--- src/rtl/arr_dump_uart_pkg.sv ---
// Shared constants for the ARR snapshot UART dumper: frame layout, sequencer
// state encoding and the bit-timer width helper.
package arr_dump_uart_pkg;

    localparam logic [7:0] HDR_BYTE    = 8'hA5;
    localparam int         DATA_BYTES  = 40;
    localparam int         FRAME_BYTES = 42;
    localparam logic [5:0] LAST_IDX    = 6'(DATA_BYTES - 1);

    localparam logic [2:0] ST_IDLE = 3'd0;
    localparam logic [2:0] ST_HDR  = 3'd1;
    localparam logic [2:0] ST_DATA = 3'd2;
    localparam logic [2:0] ST_CSUM = 3'd3;
    localparam logic [2:0] ST_FIN  = 3'd4;

    // CLKS_PER_BIT is at least 2, so $clog2 never returns zero here.
    function automatic int cnt_width(input int clks);
        return $clog2(clks);
    endfunction

endpackage

--- src/rtl/arr_dump_uart_tx_byte.sv ---
// 8N1 byte serializer: a load strobe starts a 10-bit frame, byte_done marks the
// final cycle of the stop bit so the next load can follow with no gap.
module uart_tx_byte
    import arr_dump_uart_pkg::*;
#(
    parameter int CLKS_PER_BIT = 868
) (
    input  logic       clk,
    input  logic       rst_n,
    input  logic       load,
    input  logic [7:0] data,
    output logic       tx,
    output logic       byte_done
);
    localparam int               CNT_W    = cnt_width(CLKS_PER_BIT);
    localparam logic [CNT_W-1:0] LAST_CNT = CNT_W'(CLKS_PER_BIT - 1);

    logic [CNT_W-1:0] cnt;
    logic [3:0]       bit_idx;
    logic [8:0]       shreg;
    logic             active;

    assign byte_done = active && (cnt == LAST_CNT) && (bit_idx == 4'd9);

    // shreg holds the bits still to be sent after the one currently on tx.
    always_ff @(posedge clk or negedge rst_n) begin
        if (!rst_n) begin
            tx      <= 1'b1;
            cnt     <= '0;
            bit_idx <= '0;
            shreg   <= '1;
            active  <= 1'b0;
        end else if (load) begin
            tx      <= 1'b0;
            shreg   <= {1'b1, data};
            cnt     <= '0;
            bit_idx <= '0;
            active  <= 1'b1;
        end else if (active) begin
            if (cnt == LAST_CNT) begin
                cnt   <= '0;
                tx    <= shreg[0];
                shreg <= {1'b1, shreg[8:1]};
                if (bit_idx == 4'd9) active  <= 1'b0;
                else                 bit_idx <= bit_idx + 4'd1;
            end else begin
                cnt <= cnt + 1'b1;
            end
        end
    end

endmodule

--- src/rtl/arr_dump_uart.sv ---
// Snapshots ARR0..ARR9 on START and streams header, 40 little-endian data
// bytes and an 8-bit checksum as one back-to-back 8N1 frame.
module arr_dump_uart
    import arr_dump_uart_pkg::*;
#(
    parameter int CLKS_PER_BIT = 868
) (
    input  logic        CLK,
    input  logic        RST,
    input  logic        START,
    input  logic [31:0] ARR0,
    input  logic [31:0] ARR1,
    input  logic [31:0] ARR2,
    input  logic [31:0] ARR3,
    input  logic [31:0] ARR4,
    input  logic [31:0] ARR5,
    input  logic [31:0] ARR6,
    input  logic [31:0] ARR7,
    input  logic [31:0] ARR8,
    input  logic [31:0] ARR9,
    output logic        TX,
    output logic        BUSY,
    output logic        DONE
);
    logic [2:0]   state;
    logic [319:0] snap;
    logic [5:0]   idx;
    logic [7:0]   csum;
    logic         kick;
    logic         load;
    logic         byte_done;
    logic [7:0]   tx_byte;
    logic [5:0]   idx_nx;
    logic [7:0]   cur_byte;

    assign idx_nx   = idx + 6'd1;
    assign cur_byte = snap[{idx, 3'b000} +: 8];

    // The next byte is chosen on the stop-bit's last cycle so it loads with no gap.
    always_comb begin
        load    = 1'b0;
        tx_byte = HDR_BYTE;
        if (kick) begin
            load = 1'b1;
        end else if (byte_done) begin
            case (state)
                ST_HDR: begin
                    load    = 1'b1;
                    tx_byte = snap[7:0];
                end
                ST_DATA: begin
                    load    = 1'b1;
                    tx_byte = (idx == LAST_IDX) ? csum + cur_byte
                                                : snap[{idx_nx, 3'b000} +: 8];
                end
                default: ;
            endcase
        end
    end

    always_ff @(posedge CLK or negedge RST) begin
        if (!RST) begin
            state <= ST_IDLE;
            snap  <= '0;
            idx   <= '0;
            csum  <= '0;
            kick  <= 1'b0;
            BUSY  <= 1'b0;
            DONE  <= 1'b0;
        end else begin
            kick <= 1'b0;
            DONE <= 1'b0;
            case (state)
                ST_IDLE: if (START) begin
                    snap  <= {ARR9, ARR8, ARR7, ARR6, ARR5, ARR4, ARR3, ARR2, ARR1, ARR0};
                    csum  <= '0;
                    idx   <= '0;
                    kick  <= 1'b1;
                    state <= ST_HDR;
                end
                ST_HDR: begin
                    if (kick) BUSY <= 1'b1;
                    if (byte_done) begin
                        idx   <= '0;
                        state <= ST_DATA;
                    end
                end
                ST_DATA: if (byte_done) begin
                    csum <= csum + cur_byte;
                    if (idx == LAST_IDX) state <= ST_CSUM;
                    else                 idx   <= idx_nx;
                end
                ST_CSUM: if (byte_done) begin
                    BUSY  <= 1'b0;
                    DONE  <= 1'b1;
                    state <= ST_FIN;
                end
                ST_FIN:  state <= ST_IDLE;
                default: state <= ST_IDLE;
            endcase
        end
    end

    uart_tx_byte #(.CLKS_PER_BIT(CLKS_PER_BIT)) u_tx (
        .clk       (CLK),
        .rst_n     (RST),
        .load      (load),
        .data      (tx_byte),
        .tx        (TX),
        .byte_done (byte_done)
    );

endmodule

--- config.mk ---
export PLATFORM = sky130hd
export DESIGN_NAME = arr_dump_uart
export DESIGN_NICKNAME = d
export VERILOG_FILES = /design/src/rtl/arr_dump_uart_pkg.sv /design/src/rtl/arr_dump_uart_tx_byte.sv /design/src/rtl/arr_dump_uart.sv
export SDC_FILE = /design/constraint.sdc
export NUM_CORES = 1
export LEC_CHECK = 0
export CORE_ASPECT_RATIO = 1.4
export CORE_MARGIN = 2
export CORE_UTILIZATION = 50
export DETAILED_ROUTE_END_ITERATION = 10
export PLACE_DENSITY = 0.76
export SYNTH_ARGS = -nofsm -noshare
export SYNTH_HDL_FRONTEND = slang
export SYNTH_SLANG_ARGS = --single-unit
--- constraint.sdc ---
create_clock -name CLK -period 5.39 [get_ports CLK]
set_input_delay 1.078 -clock CLK [delete_from_list [all_inputs] [get_ports CLK]]
set_output_delay 1.078 -clock CLK [all_outputs]
set_load 0.005 [all_outputs]
# Yosys cells after proc, flatten, opt, wreduce, memory -nomap -nowiden
# Index checks and enable logic that the tools add are counted.
# W data, S select, Z words.
classes:
  addsub: 4
  n_eq_ne: 14
  n_shift: 2
  n_mux: 45
  reduce_logical: 16
op_table:
  columns: ["op", "n"]
  rows:
  - ["$shiftx A320 B10 Y8", 2]
  - ["$mux W8", 5]
  - ["$pmux W8 S2", 2]
  - ["$mux W10", 3]
  - ["$mux W9", 3]
  - ["$mux W6", 4]
  - ["$pmux W6 S3", 1]
  - ["$mux W1", 16]
  - ["$mux W4", 4]
  - ["$ne A2 B2 Y1 const B", 8]
  - ["$mux W3", 5]
  - ["$pmux W3 S4", 1]
  - ["$add A10 B1 Y10 const B", 1]
  - ["$eq A10 B10 Y1 const B", 1]
  - ["$reduce_and A5 Y1", 2]
  - ["$reduce_and A3 Y1", 3]
  - ["$add A8 B8 Y8", 1]
  - ["$reduce_bool A2 Y1", 4]
  - ["$add A6 B1 Y6 const B", 1]
  - ["$eq A3 B2 Y1 const B", 2]
  - ["$eq A6 B6 Y1 const B", 1]
  - ["$add A4 B1 Y4 const B", 1]
  - ["$eq A4 B4 Y1 const B", 1]
  - ["$reduce_and A2 Y1", 2]
  - ["other kinds (6)", 7]
totals:
  regBits: 365
  input_bits: 323
  output_inout_bits: 3
  word_cells: 93

# Depth between registers and ports, before layout
# Gate-level depths: netlist of the first run.
depth:
  depth_word: 7
  mapped_depth: 19
  ltp_nobuf: 15

# Modules after synthesis
# Synthesis of the first run repeated with hierarchy kept, for this count alone.
hier_totals:
  cells_unflattened: 1960
  hier_area_um2: 19847.8
modules_own_cells:
  columns: ["mod", "instances", "cells_per_inst", "area_each_um2", "seq_area_each_um2"]
  rows:
  - ["arr_dump_uart", 1, 1842, 18551.5, 8508.2]
  - ["uart_tx_byte", 1, 118, 1296.2, 611.8]

# Worst setup path after synthesis of the first run
# Ideal clock, no wire load.
synth_timing:
  path_type: "flip-flop to flip-flop"
  startpoint: "register idx[0]"
  endpoint: "register csum[7]"
  setup_ps: 78
  t_arrival_ps: 3873
  required_time_ps: 5312
  setup_slack_ps: 1439
  path_stages_with_launch: 17
  path_buffers: 5
  synth_period_minus_slack_ps: 3951
  path_cell_list: "dfrtp_1 buf_4 buf_4 buf_2 buf_2 buf_2 mux4_2 mux2i_1 o22ai_1 ha_1 a21o_1 a211o_1 a2111oi_0 or3_1 or3_1 a211oi_1 o21bai_1"
synth_via:
  elab_chain_len: 4
synth_rtl:
  columns: ["item", "line", "rtl"]
  rows:
  - ["from (decl)", "arr_dump_uart.sv:27", "logic [5:0] idx;"]
  - ["from (signal assigned)", "arr_dump_uart.sv:91", "else idx <= idx_nx;"]
  - ["$shiftx A320 B10 Y8", "arr_dump_uart.sv:37", "assign cur_byte = snap[{idx, 3'b000} +: 8];"]
  - ["$add A8 B8 Y8", "arr_dump_uart.sv:89", "csum <= csum + cur_byte;"]
  - ["$mux W8", "arr_dump_uart.sv:88", "ST_DATA: if (byte_done) begin"]
  - ["$pmux W8 S2", "arr_dump_uart.sv:73", "case (state)"]
  - ["to (signal assigned)", "arr_dump_uart.sv:89", null]
  - ["to (decl)", "arr_dump_uart.sv:28", "logic [7:0] csum;"]
# No other way between the ends. The select of a mux whose other input is x is not followed.
# A chain may end at the register's enable or synchronous reset.

# Worst setup path after layout of the first run
# Same ends and word-level chain as after synthesis.

==> results of run 1 <==
## layout make-up
class,instances,share of cell area
flip-flops and latches,364,0.369
repair buffers,365,0.146
multi-input cells,1559,0.405
clock inverters,13,0.00982
inverters,16,0.00273
well taps,528,0.0267
clock buffers,48,0.0407
## power by group through the flow
stage / Clock, uW / Sequential (uW) / Combinational, uW
CTS: 2740 / 4140 / 1980
global route: 2860 / 4230 / 2190
finish: 2710 / 4180 / 1980
global placement: 0 / 4120 / 1890
floorplan: 0 / 3840 / 1310
detailed placement: 0 / 4170 / 1950
## Yosys cell counts (all sizes together) (8+ instances only)
library cell / number
o22ai: 33
o221ai: 32
ha: 11
nor2: 43
buf: 47
xnor2: 11
clkbuf: 93
mux4: 132
a21oi: 36
nor3: 8
mux2i: 122
inv: 15
dfstp: 9
dfrtp: 355
nand2: 1009
nand3: 22
o21ai: 18
a211oi: 8
## through the flow
stage	cells	instance area, sq um
2_1_floorplan	2079	19800
3_3_place_gp	2832	23500
3_5_place_dp	2832	23500
4_1_cts	2893	24700
5_1_grt	2893	24700
6_report	2893	24700
## critical path, stage by stage (launching register included)
cell       delay [ps]
dfrtp_4           820
buf_4             450
mux4_2            600
o22ai_1           170
a21oi_1           120
a21oi_1           230
o22ai_1           110
ha_1              330
inv_1              60
nor2_1            150
a2111oi_0         110
or3_1             450
or3_1             410
a211oi_1          220
o21bai_1          130
## cell families (layout without fill, tap and decap cells)
| logic type | count (synthesis) | after routing | synth area share |
|---|---|---|---|
| xor+xnor | 17 | 17 | 0.00830 |
| fa+ha+maj | 12 | 12 | 0.00798 |
| compound gates | 158 | 158 | 0.0553 |
| mux | 255 | 255 | 0.213 |
| buf+inv | 156 | 442 | 0.0336 |
| simple gates | 1117 | 1117 | 0.220 |
| flops | 364 | 364 | 0.462 |
## worst max-delay path by stage
stage / startpoint / to / slack [ps] / cells past startpoint
5_1_grt: idx[0] / csum[7] / 580 / 14
2_1_floorplan: idx[0] / csum[7] / 1440 / 16
3_5_place_dp: idx[0] / csum[7] / 920 / 15
3_3_place_gp: idx[0] / csum[7] / 990 / 15
4_1_cts: idx[0] / csum[7] / 890 / 15
6_report: idx[0] / csum[7] / 890 / 14
## per-layer routing
metal,GRT usage,vias to the layer above
li1,-,7570
met1,0.380,8246
met2,0.501,788
met3,0.0385,235
met4,0.223,0
met5,0,-
## sequential cells by signal (all words and copies together), names as in the netlist
signal / cells
u_tx.cnt: 10
u_tx.bit_idx: 4
snap: 320
state: 3
DONE: 1
idx: 6
u_tx.tx: 1
kick: 1
csum: 8
BUSY: 1
u_tx.shreg: 8
u_tx.active: 1
==> qor.yml, run 1 <==
critical_path_required_ps: 5840
cts.sinks: 364
internal-power_uw: 6120
htree_levels: 2
grt_pass1_vias: 17082
yosysTopAreaCell: "dfrtp_1"
synth_edf_count: 0
finClkSkew_ps: 10.7
initial_utilization: 0.504
finalSetupViolCount: 0
fmax_mhz: 222
worstPathArrival_ps: 4950
rsz0062_at_grt: "false"
r2r_cells: 14
timing.rr.end: "csum[7]"
fin_hold_ws_ps: 462
power_frac_clock: 0.306
status: "completed"
cp_max_fo: 39
syn_area_sq_mm: 0.0198
syn_avg_cell_area_sq_um: 9.50
antenna_found_initial: 0
wirelength_um: 62300
layout_commonest_cell: "nand2_1"
yosys-top-cells-area: "dfrtp_1 45%, nand2_1 19%, mux4_2 15%"
p_leak_uw: 0.0111
yosysWarnings: 0
fillers: 3194
hold_class: "flip-flop to flip-flop"
worst_setup_path_start_kind: "flip-flop"
irDropWorstVdd_v: 0.000235
critical_path_class: "flip-flop to flip-flop"
async_flop_share: 1.00
netSwitchingFraction: 0.310
postRouteAntennaNets: 0
seq_power_share: 0.471
tns_ps: 0
whs_endpoint: "u_tx.shreg[5]"
wl_per_cell_um: 21.5
clkTransAtPathRegs_ps: 60
root_buffer: "clkbuf_16"
grt_max_degree: 119
drtIter0Drc: 1583
end_kind: "flip-flop"
drive_gt1_frac: 0.107
holdPathStages: 2
cts_tree: "yes"
max_slew_margin: 0.192
rrSetupSlack_ps: 890
synth_seq_area_share: 0.462
dp_hpwl_um: 46200
powerDensity_mw_per_mm2: 358
drt_first_pass_iters: 5
hp-start: "u_tx.shreg[5]"
synth_ff_type: "dfrtp_1"
hold_violations: 0
core_sq_mm: 0.0392
ys_ff_latch: 364
grt_pass1_wl_um: 95800
n_antenna_cell: 0
fin_nets: 2677
multi_input_area_sq_mm: 0.0100
insertion_delay_ps: 530
clockBufferDepth: 3
period_minus_slack_ps: 4500
fin_crit_sh: 0.835
synth_top_area_share: 0.450
p_sw_uw: 2750
yosysUniqueCellTypes: 61
syn2layout_area_growth_pct: 25.2
utilization: 0.631
gr-total-overflow: 0
synth_nets: 2414
cts_setup_buffers: 0
drc: 0
dp_slack_ps: 915
die_y_um: 239
io_buffers: 325
seqCellArea_sq_mm: 0.00913
dieWidth_um: 172
finalPower_uw: 8860
vias: 16839
worst_pin_slew_ps: 1200
power_frac_comb: 0.223
max_cap_violations: 0
track_usage: 0.309
viasPerCell: 5.82
r2r_start: "idx[0]"
postCtsHoldBufs: 0
wl_met1_um: 23000
top_layer_used: "met4"
die-area_sq_mm: 0.0411
setup_ws_ps: 890
dr_wl_met3_um: 3740
met2_length_um: 30300
place.gp.congestion: 0.931
cts_buffers: 36
io_pins: 326
layout_common_cells: "1008 x nand2_1, 353 x dfrtp_1, 324 x clkdlybuf4s50_1, 132 x mux4_2, 122 x mux2i_1"
slew_viol_final: 0
num_rows: 86
cts_resized: 0
synth_cells: 2079
Power figures use the tool's default switching activity.
==> run 2: changes to the inputs <==
clock period = 4.2 ns   (was 5.39 ns; I/O delays follow)
==> qor.yml, run 2 (synthesis gave the netlist of run 1 again) <==
postRouteAntennaNets: 0  # unchanged
worst_setup_path_start_kind: "flip-flop"
worstPathArrival_ps: 4420  # -530 ps
syn2layout_area_growth_pct: 26.4
fmax_mhz: 252  # +13%
critical_path_cell_count: 16  # +2
grt_pass1_wl_um: 97200  # +1.4%
gr-total-overflow: 0  # unchanged
clkTransAtPathRegs_ps: 70  # about the same
largest_reg_flops: 320  # unchanged
finClkSkew_ps: 18.6  # +7.88 ps
cp_top_family: "compound AO/OA/AOI/OAI gates"
drtIter0Drc: 1385  # -13%
n_antenna_cell: 0  # unchanged
dieWidth_um: 172  # unchanged
layout_common_cells: "1008 x nand2_1, 353 x dfrtp_1, 324 x clkdlybuf4s50_1, 132 x mux4_2, 122 x mux2i_1"
initial_utilization: 0.504  # unchanged
max_cap_violations: 0  # unchanged
insertion_delay_ps: 540  # about the same
cpMaxStageDelayCell: "dfrtp_4"
layout_commonest_cell: "nand2_1"
vias: 16953  # +0.68%
critical_path_required_ps: 4650  # -1190 ps
max_slew_margin: 0.357  # +0.164
cp_common_cell: "o22ai_1"
p_sw_uw: 3530  # +28%
antenna_found_initial: 0  # unchanged
drt_first_pass_iters: 5  # unchanged
period_minus_slack_ps: 3970  # -527 ps
rsz0062_at_grt: "false"
wl_per_cell_um: 21.5  # about the same
netSwitchingFraction: 0.315  # +0.00533
largest-register: "snap"
slew_viol_final: 0  # unchanged
io_pins: 326  # unchanged
cts_buffers: 36  # unchanged
hold_violations: 0  # unchanged
internal-power_uw: 7670  # +25%
dp_hpwl_um: 47200  # +2.3%
dp_slack_ps: 134  # -781 ps
power_frac_comb: 0.228  # +0.005
die_y_um: 239  # unchanged
crit_path_max_incr_delay_ps: 580  # -240 ps
path_cells: "buf_4 > buf_12 > mux2i_1 > o221ai_1 > o22ai_1 > a211oi_2 > a21oi_1 > o22ai_1 > ha_1 > a21o_1 > a211o_1 > a2111oi_1 > or3_4 > or3_1 > a211oi_1 > o21bai_1"
cts_tree: "yes"
drc: 0  # unchanged
critical_path_class: "flip-flop to flip-flop"
root_buffer: "clkbuf_16"
irDropWorstVdd_v: 0.000290  # +23%
drive_gt1_frac: 0.116  # +0.00897
grt_pass1_vias: 17294  # +1.2%
place.gp.congestion: 0.918  # -1.4%
die-area_sq_mm: 0.0411  # unchanged
r2r_cells: 16  # +2
hold_class: "input pin to asynchronous set/reset pin"
multi_input_area_sq_mm: 0.0100  # +0.16%
setup_ws_ps: 227  # -663 ps
finalSetupViolCount: 0  # unchanged
num_rows: 86  # unchanged
postCtsHoldBufs: 0  # unchanged
io_buffers: 325  # unchanged
track_usage: 0.311  # +0.00214
cp_max_fo: 25  # -36%
clockBufferDepth: 3  # unchanged
fillers: 3189  # -0.16%
seq_power_share: 0.482  # +0.011
fin_nets: 2701  # +0.90%
fin_crit_sh: 0.946  # +0.111
end_kind: "flip-flop"
top_regs: "snap: 320 flops, u_tx.cnt: 10 flops"
tns_ps: 0  # unchanged
seqCellArea_sq_mm: 0.00913  # unchanged
htree_levels: 2  # unchanged
core_sq_mm: 0.0392  # unchanged
cts.sinks: 364  # unchanged
finalPower_uw: 11200  # +26%
viasPerCell: 5.81  # -0.15%
powerDensity_mw_per_mm2: 448  # +25%
utilization: 0.638  # +0.00633
worst_pin_slew_ps: 965  # -238 ps
grt_max_degree: 193  # +62%
status: "completed"
wirelength_um: 62800  # +0.79%
power_frac_clock: 0.290  # -0.016
crit_buf_inv: 2  # unchanged
p_leak_uw: 0.0112  # +1.1%
-- run 2: cell count changes in the layout (fill, tap and decap cells not counted), moves of 2 or more --
cell,previous run,this run
clkbuf_8,4,6
bufinv_16,7,3
a211oi_1,8,6
clkinv_2,5,3
clkbuf_1,7,10
buf_12,5,14
buf_4,35,48
a211oi_2,0,2
-- run 2: final cells by class --
cell class                 count  share of cell area
inverter                      16             0.00271
timing repair buffer         389               0.158
tap                          528              0.0264
clock inverter                 8             0.00486
sequential                   364               0.365
multi-input combinational   1559               0.401
clock buffer                  53              0.0419
-- run 2: timing repair --
action,CTS,global route
setup buffers,0,10
hold endpoints to repair,0,0
endpoints found under the setup margin,0,2
gates resized for setup,0,5
-- run 2: per-layer routing --
metal,up-vias,track usage,routed length (um)
met5,-,0,0
met4,0,0.169,4060
met3,187,0.0352,3790
met2,761,0.527,31500
met1,8392,0.389,23500
li1,7613,-,-
-- run 2: path summary, 6_finish.rpt --
check | startpoint | end | slack (ps)
worst min register to register | u_tx.shreg[2] | u_tx.shreg[2] | 460
worst min-delay path | RST | snap[4] | 360
worst max-delay path | idx[0] | csum[7] | 230
min in group CLK | u_tx.shreg[2] | u_tx.shreg[2] | 460
worst max register to register | idx[0] | csum[7] | 230
max in group asynchronous | RST | snap[263] | 2880
-- run 2: worst reg2reg max path: cells and delay by family, from the launching register on --
| family | cells | cell delay [ps] |
|---|---|---|
| adder cells (fa/ha/maj) | 1 | 220 |
| flip-flops | 1 | 580 |
| buffers and inverters | 2 | 360 |
| AND/OR/NAND/NOR | 2 | 800 |
| AO/OA/AOI/OAI | 10 | 1790 |
| multiplexers | 1 | 130 |
-- run 2: power by group through the flow --
stage	registers (uW)	clock network [uW]	logic, uW
after floorplan	4930	0	1680
after global placement	5350	0	2440
after detailed placement	5390	0	2530
after CTS	5350	3290	2550
after global routing	5460	3440	2840
final	5400	3250	2550
-- run 2: metrics by stage --
step / cell area [sq um] / hold WS (ps) / std cells
6_report: 25000 / 356 / 2917
5_1_grt: 25000 / 443 / 2917
4_1_cts: 24900 / 405 / 2906
3_3_place_gp: 23700 / 453 / 2845
2_1_floorplan: 19800 / 443 / 2079
3_5_place_dp: 23700 / 457 / 2845
